File: src/rtl/mc_control.sv
`default_nettype none
// ============================================================================
// mc_control : multi-cycle RV32 subset control FSM with retired-instr counter
// Revision   : 1.0 - initial release
// ============================================================================
module mc_control #(
  parameter int CNT_W         = 32,
  parameter bit MEM_HANDSHAKE = 1'b1
) (
  input  logic             clk,
  input  logic             rst,
  input  logic [31:0]      instr,
  input  logic             zero,
  input  logic             mem_ready,
  output logic             pc_write,
  output logic             adr_src,
  output logic             mem_read,
  output logic             mem_write,
  output logic             ir_write,
  output logic             reg_write,
  output logic [1:0]       result_src,
  output logic [1:0]       alu_src_a,
  output logic [1:0]       alu_src_b,
  output logic [1:0]       imm_src,
  output logic [2:0]       alu_control,
  output logic             trap,
  output logic [CNT_W-1:0] instr_count
);

  typedef enum logic [3:0] {
    S_FETCH    = 4'd0,
    S_DECODE   = 4'd1,
    S_MEMADR   = 4'd2,
    S_MEMREAD  = 4'd3,
    S_MEMWB    = 4'd4,
    S_MEMWRITE = 4'd5,
    S_EXECR    = 4'd6,
    S_EXECI    = 4'd7,
    S_ALUWB    = 4'd8,
    S_BEQ      = 4'd9,
    S_JAL      = 4'd10,
    S_TRAP     = 4'd11
  } state_t;

  localparam logic [6:0] OP_LW  = 7'b0000011;
  localparam logic [6:0] OP_SW  = 7'b0100011;
  localparam logic [6:0] OP_R   = 7'b0110011;
  localparam logic [6:0] OP_I   = 7'b0010011;
  localparam logic [6:0] OP_BR  = 7'b1100011;
  localparam logic [6:0] OP_JAL = 7'b1101111;

  state_t           state_q, state_d;
  logic [CNT_W-1:0] instr_count_q, instr_count_d;

  logic [6:0] opcode;
  logic [2:0] funct3;
  logic       ready;
  logic [2:0] exec_alu;
  logic       exec_ok;
  logic       unused_instr_bits;

  assign opcode = instr[6:0];
  assign funct3 = instr[14:12];
  assign ready  = MEM_HANDSHAKE ? mem_ready : 1'b1;
  assign unused_instr_bits = ^{instr[31], instr[29:15], instr[11:7]};

  // subtract only for R-type (opcode bit 5) with funct7 bit 5 set
  always_comb begin
    exec_alu = 3'b000;
    exec_ok  = 1'b1;
    case (funct3)
      3'b000:  exec_alu = (opcode[5] && instr[30]) ? 3'b001 : 3'b000;
      3'b010:  exec_alu = 3'b101;
      3'b110:  exec_alu = 3'b011;
      3'b111:  exec_alu = 3'b010;
      default: exec_ok  = 1'b0;
    endcase
  end

  always_comb begin
    state_d       = state_q;
    instr_count_d = instr_count_q;
    pc_write      = 1'b0;
    adr_src       = 1'b0;
    mem_read      = 1'b0;
    mem_write     = 1'b0;
    ir_write      = 1'b0;
    reg_write     = 1'b0;
    result_src    = 2'b00;
    alu_src_a     = 2'b00;
    alu_src_b     = 2'b00;
    imm_src       = 2'b00;
    alu_control   = 3'b000;
    trap          = 1'b0;
    case (state_q)
      S_FETCH: begin
        mem_read   = 1'b1;
        alu_src_b  = 2'b10;
        result_src = 2'b10;
        ir_write   = ready;
        pc_write   = ready;
        if (ready) state_d = S_DECODE;
      end
      S_DECODE: begin
        alu_src_a = 2'b01;
        alu_src_b = 2'b01;
        imm_src   = 2'b10;
        if (opcode == OP_LW || opcode == OP_SW) state_d = S_MEMADR;
        else if (opcode == OP_R)                state_d = S_EXECR;
        else if (opcode == OP_I)                state_d = S_EXECI;
        else if (opcode == OP_BR && funct3 == 3'b000) state_d = S_BEQ;
        else if (opcode == OP_JAL)              state_d = S_JAL;
        else                                    state_d = S_TRAP;
      end
      S_MEMADR: begin
        alu_src_a = 2'b10;
        alu_src_b = 2'b01;
        imm_src   = opcode[5] ? 2'b01 : 2'b00;
        state_d   = opcode[5] ? S_MEMWRITE : S_MEMREAD;
      end
      S_MEMREAD: begin
        mem_read = 1'b1;
        adr_src  = 1'b1;
        if (ready) state_d = S_MEMWB;
      end
      S_MEMWB: begin
        result_src    = 2'b01;
        reg_write     = 1'b1;
        state_d       = S_FETCH;
        instr_count_d = instr_count_q + CNT_W'(1);
      end
      S_MEMWRITE: begin
        mem_write = 1'b1;
        adr_src   = 1'b1;
        if (ready) begin
          state_d       = S_FETCH;
          instr_count_d = instr_count_q + CNT_W'(1);
        end
      end
      S_EXECR: begin
        alu_src_a   = 2'b10;
        alu_control = exec_alu;
        state_d     = exec_ok ? S_ALUWB : S_TRAP;
      end
      S_EXECI: begin
        alu_src_a   = 2'b10;
        alu_src_b   = 2'b01;
        alu_control = exec_alu;
        state_d     = exec_ok ? S_ALUWB : S_TRAP;
      end
      S_ALUWB: begin
        reg_write     = 1'b1;
        state_d       = S_FETCH;
        instr_count_d = instr_count_q + CNT_W'(1);
      end
      S_BEQ: begin
        alu_src_a     = 2'b10;
        alu_control   = 3'b001;
        pc_write      = zero;
        state_d       = S_FETCH;
        instr_count_d = instr_count_q + CNT_W'(1);
      end
      S_JAL: begin
        alu_src_a   = 2'b01;
        alu_src_b   = 2'b10;
        pc_write    = 1'b1;
        state_d     = S_ALUWB;
      end
      S_TRAP: begin
        trap = 1'b1;
      end
      default: state_d = S_FETCH;
    endcase
  end

  always_ff @(posedge clk) begin
    if (rst) begin
      state_q       <= S_FETCH;
      instr_count_q <= '0;
    end else begin
      state_q       <= state_d;
      instr_count_q <= instr_count_d;
    end
  end

  assign instr_count = instr_count_q;

endmodule
`default_nettype wire

File: config.mk
export PLATFORM = sky130hd
export DESIGN_NAME = mc_control
export DESIGN_NICKNAME = d
export VERILOG_FILES = /design/src/rtl/mc_control.sv
export SDC_FILE = /design/constraint.sdc
export NUM_CORES = 1
export LEC_CHECK = 0
export CAP_MARGIN = 0
export CORE_MARGIN = 3
export CORE_UTILIZATION = 44
export DETAILED_ROUTE_END_ITERATION = 7
export GPL_TIMING_DRIVEN = 0
export PLACE_DENSITY = 0.86
export SYNTH_ARGS = -nofsm -noshare
export SYNTH_HDL_FRONTEND = slang
export SYNTH_SLANG_ARGS = --single-unit
File: constraint.sdc
create_clock -name clk -period 2.6 [get_ports clk]
set_clock_uncertainty 0.05 [all_clocks]
set_input_delay 0.78 -clock clk [delete_from_list [all_inputs] [get_ports clk]]
set_output_delay 0.78 -clock clk [all_outputs]
set_load 0.005 [all_outputs]
# --- Word level (Yosys, flattened, before mapping) ---
# Index checks and enable logic that the tools add are counted.
totals:
  ff_bits: 36
  in_bits: 36
  out_inout_bits: 50
  word_cells: 74
op_classes:
  addsub: 1
  eq_ne: 23
  mux: 29
  bitwise: 1
  n_reduce_logical: 18
ops:
  columns: ["cell", "n"]
  rows:
  - ["$pmux W32 S2", 1]
  - ["$add A32 B1 Y32 const B", 1]
  - ["$mux W32", 1]
  - ["$pmux W4 S8", 1]
  - ["$mux W4", 6]
  - ["$eq A4 B3 Y1 const B", 4]
  - ["$eq A4 B4 Y1 const B", 4]
  - ["$pmux W2 S2", 4]
  - ["$eq A7 B6 Y1 const B", 2]
  - ["$eq A7 B7 Y1 const B", 2]
  - ["$pmux W3 S4", 1]
  - ["$reduce_or A2 Y1", 6]
  - ["$mux W1", 10]
  - ["$eq A4 B2 Y1 const B", 2]
  - ["$reduce_or A4 Y1", 2]
  - ["$eq A7 B2 Y1 const B", 1]
  - ["$eq A7 B5 Y1 const B", 1]
  - ["$eq A3 B3 Y1 const B", 2]
  - ["$ne A2 B2 Y1 const B", 3]
  - ["$pmux W3 S2", 1]
  - ["$reduce_or A3 Y1", 2]
  - ["$eq A4 B1 Y1 const B", 1]
  - ["$logic_not A4 Y1", 1]
  - ["$mux W2", 2]
  - ["other kinds (10)", 11]

# --- Longest topological paths before layout ---
# Gate-level depths: netlist of the first run.
logic_depth:
  depth_word: 7
  ltp_mapped: 7
  depth_no_buf: 6

# --- Least setup slack after synthesis of the first run ---
# OpenSTA, ideal clock, no wires.
synth_timing:
  kind: "input to output"
  from: "in instr[14]"
  to: "out alu_control[0]"
  arrival_ps: 1235
  required_ps: 1770
  path_slack_ps: 535
  stages: 3
  path_buffers: 0
  path_cell_list: "inv_1 -> a31oi_1 -> o41ai_1"
synth_between:
  elab_chain_cells: 3
  word_cells_on_any_way: 6
  classes_between: "eq/ne (3); mux (2); reduce/logical (1)"
synth_lines:
  columns: ["element", "line_no", "text"]
  rows:
  - ["from (decl)", "12", "input logic [31:0] instr,"]
  - ["$eq A3 B3 Y1, or another cell as far along", "71", "case (funct3)"]
  - ["$pmux W3 S4 *", "71", null]
  - ["$pmux W3 S2 *", "95", "case (state_q)"]
  - ["to (decl)", "25", "output logic [2:0] alu_control,"]
# Every way passes the cells marked *; elsewhere a longest branch is shown, timed or not.

# --- Final worst setup path of the first run ---
layout_timing:
  from: "in zero"
  to: "out pc_write"
layout_between:
  elab_chain_cells: 1
layout_lines:
  columns: ["element", "line_no", "text"]
  rows:
  - ["from (decl)", "13", "input logic zero,"]
  - ["$pmux W1 S3", "95", null]
  - ["to (decl)", "15", "output logic pc_write,"]
# No other way between the ends.

==> metrics list, run 1 <==
* Routed via count divided by cell count: about 5.7
* Leading cell types by total area after synthesis: dfxtp_1 (33%), nor2_1 (8.4%), xor2_1 (6.8%)
* Worst stage delay on the critical path: ~0.46 ns
- Largest fanout on the critical path: 1
- After detailed routing, the average wire length per cell comes to between 15 and 20 microns.
- HPWL after detailed placement: approximately 4.3 mm
* Clk_lat worst skew: between 0.2 and 0.3 ns
- Overall routing resource usage: around 22%
* Max-capacitance violation count: 0
- Num rows: 24
* Horizontal die dimension: ~76 microns
- The signal on the critical path passes through clkdlybuf4s50_1, and3_1, o21ai_0, a21oi_1, buf_2.
* I/O pin cnt: 86
- Total number of vias: between 2000 and 2500
* DR DRC count: 0
- Dominant synthesized flop cell: dfxtp_1
- Crit path max-delay cell type: clkdlybuf4s50_1
- Yosys top cell area share: between 30% and 40%
* Kind of capture point of the worst setup path: output pin
- Clock-pin transition on the worst setup and hold timing paths: 0.08 ns
- Starting Density: a little under half
* Maximum number of buffers from clock root to sink: 2
- STA puts the critical path data required time at ~1.8 ns.
- Via count of the first global-routing pass: ~2300
- Root Driver: clkbuf_8
* Cell area after technology mapping: 2180 sq um
* Tmin final: approximately 2.6 ns
- TritonCTS built the clock tree.
* Mean area per synthesized cell: 7.75 sq um
* Clock net sink count: 36
- Unrepaired setup endpoints after global routing: false
* Number of antenna violations at the first check in global routing: 0
- Slew Limit Headroom: a little over 60%
- The synthesized design spends more area on one cell type than any other, namely dfxtp_1.
- For this design the ratio of total power to cell area is approximately 720 nW/um^2.
* Data arrival time at the worst-slack endpoint: 1.73 ns
- Synthesis handed over a netlist of about 280 instances.
* Top cells by instance count after synthesis: nor2_1 (49), dfxtp_1 (36), nand2_1 (26)
* Fin worst setup slack: 0.0360 ns
- By startpoint and endpoint, the worst setup path is classified as in2out.
* DP Cell Count: around 400
- After synthesis, flip-flops and latches occupy 33.1% of the total area.
* Number of inserted diodes: 0
- Finish-stage setup viols: 0
- Register-to-register path setup slack: about 0.27 ns
- The floorplan step defined a die boundary enclosing slightly below 6000 sq um.
- For this block, the initial DRC count from the detailed router was 158.
* Summed area of non-filler cells in the final layout: 3200 sq um
* Final hold violations: 0
- The routed design has ~6.5 mm of wire.
* Final Cycle Share: between 90% and 100%
- The worst-case IR drop observed on VDD is between 0.4 and 0.5 mV.
* Cell with the most instances after synthesis: nor2_1
* Total number of yosys warnings: 0
* Net count after synthesis: between 300 and 400
* Fraction of registers with async set/reset: 0%
- Routability congestion estimate: just over 0.8
- The worst hold path belongs to the class reg2reg.
- The area growth from synthesis to layout is 46.7%.
* Run status: finished clean
- Number of enable-type register cells in the synthesized netlist: 0
- Maximum level of the CTS H-tree: 2
- Vert. Die Dim: 76.4 microns
* Flops & latches, synth: 36
* Fraction of final layout cells with drive strength greater than 1: ~14%
- Global routing finished with a remaining overflow of 0.
* Cts-stage hold buffer count: 0
- TritonCTS Buffers: 5
- Placement Cell Area: 2900 sq um
- Static timing analysis puts the maximum clock frequency at 390 MHz.
* Core footprint: approximately 4600 sq um
- The count of pins over their slew limit was 0.
- Count of nets after finishing: a little under 400
- Wire length of the first global-routing pass: ~11 mm
- Final Instance Count excl. Fillers: about 420
- LEAKAGE: around 0.0012 uW
* Worst Setup Start Kind: primary input
- The detail route stage leaves a number of antenna-violating nets equal to 0.
* Unique masters post-synth: 48
- Post-layout power: between 2000 and 2500 uW
- Least-Margin Pin Slew: 0.591 ns
- Entering global routing, the biggest net connects 13 pins.
- Prior to clock tree synthesis, the placed netlist has a worst setup slack of -0.549 ns.
* First-pass iteration count of the detailed router: 5
* Number of input and output port buffers inserted: 64
-- per-stage QoR --
stage | utilization (%) | TNS (ns) | hold WS (ns)
2_1_floorplan | - | 0 | 0.437
3_3_place_gp | 63.5 | -4.54 | 0.437
3_5_place_dp | 63.5 | -4.96 | 0.461
4_1_cts | 69.4 | -0.0769 | 0.476
5_1_grt | 70.0 | 0 | 0.500
6_report | 70.0 | 0 | 0.472
-- per-layer routing --
metal	vias to the layer above	share of wire (%)	GRT usage (%)	wire length [microns]
li1	1146	-	-	-
met1	1116	42	28.4	2750
met2	108	49	36.0	3180
met3	19	7.0	5.67	456
met4	0	1.6	7.25	102
met5	-	0	0	0
-- final timing paths --
path                            cells after the start             from              end
worst min register to register                      2  instr_count[30]  instr_count[30]
worst max register to register                      6   instr_count[0]  instr_count[30]
worst max-delay path                                5             zero         pc_write
worst min-delay path                                2  instr_count[30]  instr_count[30]
-- cells in the final DEF, fill, tap and decap left out, types with 2 or more instances in the layout --
cell type | synthesis | routed
nor2_1 | 49 | 44
clkdlybuf4s50_1 | 0 | 44
dfxtp_1 | 36 | 33
nand2_1 | 26 | 25
xor2_1 | 17 | 17
o21ai_0 | 14 | 14
a21oi_1 | 14 | 14
dlygate4sd2_1 | 0 | 11
nand3_1 | 10 | 10
nand4_1 | 10 | 10
xnor2_1 | 9 | 8
clkbuf_8 | 0 | 7
nor3_1 | 10 | 7
and3_1 | 6 | 6
dlymetal6s2s_1 | 0 | 6
buf_4 | 0 | 5
inv_1 | 5 | 5
nor2b_1 | 5 | 5
clkbuf_1 | 10 | 5
nor4_1 | 6 | 5
nor3_2 | 1 | 4
nor2_2 | 0 | 4
nor4b_1 | 4 | 4
nand4b_1 | 4 | 4
or3_1 | 4 | 4
nand2b_1 | 5 | 3
buf_6 | 1 | 2
a31oi_1 | 2 | 2
nor4_4 | 1 | 2
o21a_1 | 2 | 2
nand4_2 | 2 | 2
nand3_4 | 2 | 2
or4_1 | 2 | 2
dfxtp_4 | 0 | 2
-- layout make-up --
class,instances,area (sq um)
plain buffers,13,116
clock buffers,5,68.8
clock inverters,3,42.5
fillers,360,1370
inverters,5,18.8
multi-input cells,226,1460
flip-flops and latches,36,729
well taps,65,81.3
repair buffers,68,676
-- flip-flops by register name, indices dropped and copies added (netlist names) --
signal / flops
state_q: 4
instr_count: 32
-- critical path, delay by kind of cell --
kind | cells | cell delay (ns)
buf+inv | 2 | 0.59
compound gates | 2 | 0.21
simple gates | 1 | 0.15
-- cell families (layout without fill, tap and decap cells) --
family / count (synthesis) / count (layout) / synth area share, %
AO/OA/AOI/OAI: 42 / 42 / 11.8
XOR/XNOR: 26 / 26 / 10.5
adder cells (fa/ha/maj): 1 / 1 / 0.574
buffers and inverters: 19 / 94 / 3.68
flip-flops: 36 / 36 / 33.1
multiplexers: 1 / 1 / 0.517
AND/OR/NAND/NOR: 156 / 156 / 39.9
-- power by group --
group	internal (uW)	switching (uW)	total (uW)
sequential	597	61.3	658
clock	284	211	494
combinational	564	598	1160
-- what timing repair did --
| item | 4_1_cts | 5_1_grt |
|---|---|---|
| endpoints found under the setup margin | 18 | 9 |
| setup buffers | 4 | 0 |
| resized for setup | 56 | 12 |
| pin swaps | 4 | 1 |
Power figures use the tool's default switching activity.
==> run 2, diff against run 1 <==
==> constraint.sdc (replaced) <==
create_clock -name clk -period 2.6 [get_ports clk]
set_clock_uncertainty 0.05 [all_clocks]
set_input_delay 0.52 -clock clk [delete_from_list [all_inputs] [get_ports clk]]
set_output_delay 0.52 -clock clk [all_outputs]
set_load 0.005 [all_outputs]
==> run 2 against run 1 <==
Against the previous run:
- first-iteration DRC count increased by 100%
- via count decreased by 4.3%
- final cell count decreased by 0.95%
- clock-buffer cell count unchanged
- combinational power decreased by 13%
- non-clock buffer count decreased by 4
- core utilization decreased by 3.5 points
- sequential share of layout area increased by 0.97 points
- setup slack improved by 0.038 ns
- die area unchanged
- flip-flop and latch count unchanged
- worst hold slack got worse by 0.0046 ns
- critical endpoint unchanged
==> metrics list, run 2 (same netlist as run 1, synthesis figures left out) <==
- Run status: finished clean
* Count of nets after finishing: 388 (-1.0%)
- Number of buffer and inverter instances along the worst setup path: 3 (+1)
- The register-to-register setup slack is 0.29 ns (+0.02 ns).
- Worst Setup Start Kind: register
- The core occupancy in the finished layout was 66.5% (-3.5 points).
* DR DRC count: 0 (unchanged)
* Area of the multi-input gates: 1390 sq um (-5.2%)
- Tmin final: 2.53 ns (-0.0384 ns)
- The number of antenna cells inserted was 0 (unchanged).
- The number of antenna violations at the first check in global routing is 0 (unchanged).
- The endpoint identified for the worst register-to-register timing path is instr_count[30].
- Maximum level of the CTS H-tree: 2 (unchanged)
- Finish-stage setup viols: 0 (unchanged)
- Layout-stage area growth over the synthesis result: 39.3%
- Wire length of the first global-routing pass: 10.4 mm (-4.9%)
- Maximum number of buffers from clock root to sink: 2 (unchanged)
* Detailed-route wire length per cell: 14.6 microns (-5.1%)
* Final Cycle Share: 97.1% (-1.5 points)
- The core area came to 4560 sq um (unchanged).
- Total number of vias: 2287 (-4.3%)
- Overall routing resource usage: 21.0% (-1.1 points)
* Max-capacitance violation count: 0 (unchanged)
* Max reg flops: 32 (unchanged)
- The path class of the tightest hold or removal check is reg2reg.
- In this run the critical register-to-register path is launched from instr_count[0].
* Unrepaired setup endpoints after global routing: true
- Number of DRC markers after the initial detailed-route iteration: 321 (+100%)
- Starting Density: 47.7% (unchanged)
- Vert. Die Dim: 76.4 microns (unchanged)
* LEAKAGE: 0.00105 uW (-14%)
* I/O pin cnt: 86 (unchanged)
* Number of input and output port buffers inserted: 64 (unchanged)
- The power density relative to cell area is 705 nW/um^2 (-2.7%).
- The worst ir drop on vdd is 0.440 mV (+2.1%).
- Routed via count divided by cell count: 5.48 (-3.4%)
* Clock-pin transition on the worst setup and hold timing paths: 0.08 ns (about the same)
* Clk_lat worst skew: 0.30 ns (about the same)
- Worst hold slack across all endpoints: 0.468 ns (-0.00461 ns)
* First-pass iteration count of the detailed router: 4 (-1)
- Fraction of final layout cells with drive strength greater than 1: 7.95% (-6.4 points)
* Final hold violations: 0 (unchanged)
- Maximum operating frequency: 396 MHz (+1.5%)
* Crit path max-delay cell type: clkdlybuf4s50_1
* Routability congestion estimate: 0.824 (unchanged)
* Summed area of non-filler cells in the final layout: 3030 sq um (-5.1%)
- HPWL after detailed placement: 4.35 mm (unchanged)
- On the critical path the largest part of the delay comes from buffers and inverters.
- Num rows: 24 (unchanged)
- The slew at the pin closest to its max-slew limit was 0.602 ns (+0.0103 ns).
- Required arrival time at the worst endpoint: 2.03 ns (+0.26 ns)
- The number of fill cells in the layout is 402 (+12%).
- STA classifies the critical path endpoint as an output pin.
* Clock tree from TritonCTS: yes
* Via count of the first global-routing pass: 2251 (-2.8%)
- Pin count of the biggest net entering global routing: 13 (unchanged)
- The root buffer cell chosen for the clock tree is clkbuf_8.
- The final sum of negative setup slack came to 0 ns (unchanged).
* Setup Crit Path Kind: reg2out
* Leading cell type in the layout, fill and taps excluded: clkdlybuf4s50_1
- Worst stage delay on the critical path: 0.53 ns (+0.07 ns)
* DRT antenna net count: 0 (unchanged)
- Area taken by flip-flops and latches: 722 sq um (-1.0%)
* Total setup buffers inserted after CTS: 0 (-4)
- The clock net sink count came to 36 (unchanged).
- The area after detailed placement was 2900 sq um (unchanged).
* Horizontal die dimension: 76.4 microns (unchanged)
- The count of pins over their slew limit is 0 (unchanged).
- Largest fanout on the critical path: 10 (+9)
- The global route total overflow came to 0 (unchanged).
- Cell depth of the worst min-delay path: 2 (unchanged)
- Traced cell by cell, the critical path runs through clkbuf_4, clkbuf_4, o21ai_0, a21oi_1, clkdlybuf4s50_1.
- The arrival time of the worst setup path came to 1.96 ns (+0.23 ns).
* CP dominant cell by count: clkbuf_4
- The library cells used most frequently in the layout, excluding fill and tap cells, are clkdlybuf4s50_1 (62), nor2_1 (48), dfxtp_1 (35).
* Die area: 5830 sq um (unchanged)
* TritonCTS Buffers: 5 (unchanged)
- R2R cell count: 6 (unchanged)
* Slew Limit Headroom: 59.9% (-0.68 points)
- Worst hold path startpoint: instr_count[30]
- The routed wire length was 6.09 mm (-6.0%).
- Terminating pin of the worst hold path: instr_count[30]
run 2: power by group:
part,switching [uW],internal (uW),leakage (uW)
combinational,527,481,0.000708
clock,214,284,0.0000541
sequential,46.2,587,0.000291
run 2: timing repair:
| item | 4_1_cts | 5_1_grt |
|---|---|---|
| gates cloned | 0 | 0 |
| hold buffers | 0 | 0 |
| resized for setup | 7 | 11 |
| endpoints found under the setup margin | 9 | 7 |
run 2: worst min-delay path, stage by stage, from the launching register on:
cell,delay (ns)
dfxtp_1,0.33
o21ai_0,0.08
a21oi_1,0.06
run 2: how the worst max path moves through the flow:
stage,from,endpoint,cells past startpoint,slack [ns]
after floorplan,instr_count[0],instr_count[30],6,0.71
after global placement,instr[5],alu_control[0],4,-0.04
after detailed placement,instr[5],alu_control[0],4,-0.03
after CTS,state_q[1],ir_write,5,0.001
after global routing,state_q[1],ir_write,5,-0.03
final,state_q[3],pc_write,5,0.07
run 2: cell type report:
type                    count  share of cell area (%)
multi-input cells         226                    45.7
flip-flops and latches     36                    23.8
repair buffers             64                    21.2
well taps                  65                    2.68
plain buffers              13                    2.39
clock buffers               5                    2.27
clock inverters             3                    1.40
inverters                   5                   0.619
run 2: per-layer routing:
metal	vias to the layer above	global-route usage [%]	share of wire (%)
met5	-	0	0
met4	0	6.52	1.1
met3	7	5.20	6.1
met2	93	33.8	47
met1	1054	27.6	46
li1	1133	-	-
run 2: stage by stage:
stage               setup slack [ns]  total power (uW)  instances
global placement             -0.0402              1600        410
detailed placement           -0.0287              1610        410
CTS                          0.00126              2110        417
global route                 -0.0310              2260        417
floorplan                      0.713              1190        281
finish                        0.0744              2140        417
==> run 3, diff against run 2 <==
--- a/config.mk
+++ b/config.mk
@@ -10,7 +10,7 @@
 export CORE_UTILIZATION = 44
 export DETAILED_ROUTE_END_ITERATION = 7
 export GPL_TIMING_DRIVEN = 0
-export PLACE_DENSITY = 0.86
+export PLACE_DENSITY = 0.9
 export SYNTH_ARGS = -nofsm -noshare
 export SYNTH_HDL_FRONTEND = slang
 export SYNTH_SLANG_ARGS = --single-unit
==> run 3 against run 2 <==
Against the previous run:
- core utilization is 0.33 points lower
- via count increased by 2.9%
- non-clock buffer count did not move
- clock-buffer cell count is 1 higher
- final cell count did not move
- combinational power about the same
- critical path type unchanged
- largest cell class unchanged
- highest routed layer unchanged
==> metrics list, run 3 (same netlist as run 1, synthesis figures left out) <==
* Layout-stage area growth over the synthesis result: 38.6%
- Largest fanout on the critical path: 10 (unchanged)
* Worst VDD drop: 0.490 mV (+11%)
- The share of the cycle needed by the critical path after routing was 96.4% (-0.70 points).
* Unrepaired setup endpoints after global routing: false
* Power per standard cell area: 687 nW/um^2 (-2.6%)
- Data arrival time at the worst-slack endpoint: 1.94 ns (-0.02 ns)
- The number of antenna violations at the first check in global routing is 0 (unchanged).
* Number of buffer and inverter instances along the worst setup path: 3 (unchanged)
- DR DRC count: 0 (unchanged)
* Die area: 5830 sq um (unchanged)
- The final period demand of the worst path came to 2.51 ns (-0.0181 ns).
* Total number of vias: 2353 (+2.9%)
- In this run the worst hold path is classified as reg2reg.
- Num rows: 24 (unchanged)
- The effective utilization at floorplan came to 47.7% (unchanged).
- Number of inserted diodes: 0 (unchanged)
- The number of max-capacitance violations reported was 0 (unchanged).
- The share of layout cells above drive strength 1 is 7.95% (unchanged).
- The final number of hold-violating endpoints is 0 (unchanged).
- The number of search-and-repair iterations in the first detailed-routing pass was 5 (+1).
- The overall fraction of global-route tracks in use came to 20.9% (-0.10 points).
* Maximum level of the CTS H-tree: 2 (unchanged)
- The global route total overflow came to 0 (unchanged).
- The slew at the pin closest to its max-slew limit came to 0.555 ns (-0.0466 ns).
- Vert. Die Dim: 76.4 microns (unchanged)
* Routed via count divided by cell count: 5.64 (+2.9%)
- The placed cell count is 410 (unchanged).
* Post-Route WL: 6.14 mm (+0.77%)
- The core area was 4560 sq um (unchanged).
- The library cell used most frequently in the layout, excluding fill and tap cells, is clkdlybuf4s50_1.
- The maximum count of clock buffers along a single path came to 2 (unchanged).
* Finish-stage setup viols: 0 (unchanged)
- The critical path in this run is classified as reg2out.
- The number of flip-flops under the largest register name came to 32 (unchanged).
- Worst Setup Start Kind: register
- The detailed router's first-iteration violation count is 246 (-23%).
- The clock net sink count was 36 (unchanged).
- The average detailed-routed wire length per instance is 14.7 microns (+0.77%).
* TritonCTS Buffers: 5 (unchanged)
- Traced cell by cell, the critical path runs through clkbuf_4, buf_4, nand2_1, nor2_2, and3_1, clkdlybuf4s50_1.
- Required arrival time at the worst endpoint: 2.03 ns (about the same)
* Crit path max-delay cell type: clkdlybuf4s50_1
- The count of pins over their slew limit was 0 (unchanged).
- Worst stage delay on the critical path: 0.51 ns (-0.02 ns)
* Critical path's top delay family: buffers and inverters
* Leading cell types in the layout, fill and taps excluded: clkdlybuf4s50_1 (62), nor2_1 (48), dfxtp_1 (35)
- I/O pin cnt: 86 (unchanged)
* LEAKAGE: 0.00105 uW (-0.28%)
* Cts-stage hold buffer count: 0 (unchanged)
* Count of nets after finishing: 388 (unchanged)
- The run finished with clean final reports.
- Horizontal die dimension: 76.4 microns (unchanged)
- Maximum operating frequency: 399 MHz (+0.72%)
* Clock tree from TritonCTS: yes
- Via count of the first global-routing pass: 2126 (-5.6%)
- The number of nets still failing antenna checks after routing was 0 (unchanged).
* Final Instance Count excl. Fillers: 417 (unchanged)
- Root Driver: clkbuf_8
- The core occupancy in the finished layout came to 66.1% (-0.33 points).
- The HPWL after detailed placement came to 4.43 mm (+1.9%).
- Clk_lat worst skew: 0.29 ns (about the same)
* Routability congestion estimate: 0.911 (+11%)
- Kind of capture point of the worst setup path: output pin
- Pin count of the biggest net entering global routing: 13 (unchanged)
* Clock-pin transition on the worst setup and hold timing paths: 0.08 ns (about the same)
- The worst slew margin relative to its limit is 63.0% (+3.1 points).
- The wire length of the first global-routing pass came to 10.2 mm (-1.4%).
* Number of input and output port buffers inserted: 64 (unchanged)
==> run 3: final cells by class <==
type                    instances  area (sq um)
repair buffers                 64           642
inverters                       5          18.8
clock inverters                 2          13.8
clock buffers                   6          82.6
multi-input cells             226          1390
well taps                      65          81.3
fillers                       387          1550
plain buffers                  13          72.6
flip-flops and latches         36           722
==> run 3: path summary, 6_finish.rpt <==
check        slack (ns)              end       startpoint  cells after the start
max                0.09   alu_control[2]       state_q[2]                      6
min                0.48  instr_count[30]  instr_count[30]                      2
max reg2reg        0.33  instr_count[26]   instr_count[0]                      6
min reg2reg        0.48  instr_count[30]  instr_count[30]                      2
==> run 3: worst min-delay path, stage by stage, from the launching register on <==
cell     delay [ns]
dfxtp_1        0.34
o21ai_0        0.08
a21oi_1        0.06
==> run 3: layer usage <==
metal / track usage, % / vias to the layer above / share of wire [%]
met2: 34.2 / 104 / 47
met5: 0 / - / 0
met3: 4.49 / 8 / 6.5
li1: - / 1136 / -
met1: 27.6 / 1105 / 46
met4: 5.98 / 0 / 1.0
==> run 3: repair_timing <==
action,CTS,global route
hold endpoints to repair,0,0
endpoints found under the setup margin,9,7
resized for setup,7,11
buffers inserted,0,0
==> run 3: through the flow <==
step / setup TNS, ns / setup slack, ns / hold slack, ns / area [sq um] / power [uW]
floorplan: 0 / 0.713 / 0.437 / 2180 / 1190
global placement: -0.0291 / -0.0291 / 0.442 / 2900 / 1590
detailed placement: -0.0143 / -0.0143 / 0.458 / 2900 / 1610
CTS: 0 / 0.00293 / 0.469 / 3000 / 2050
global route: 0 / 0.00467 / 0.489 / 3020 / 2190
finish: 0 / 0.0925 / 0.477 / 3020 / 2070
==> run 3: where the power goes <==
| group | internal (uW) | switching, uW |
|---|---|---|
| logic | 479 | 530 |
| clock network | 217 | 216 |
| registers | 587 | 44.5 |
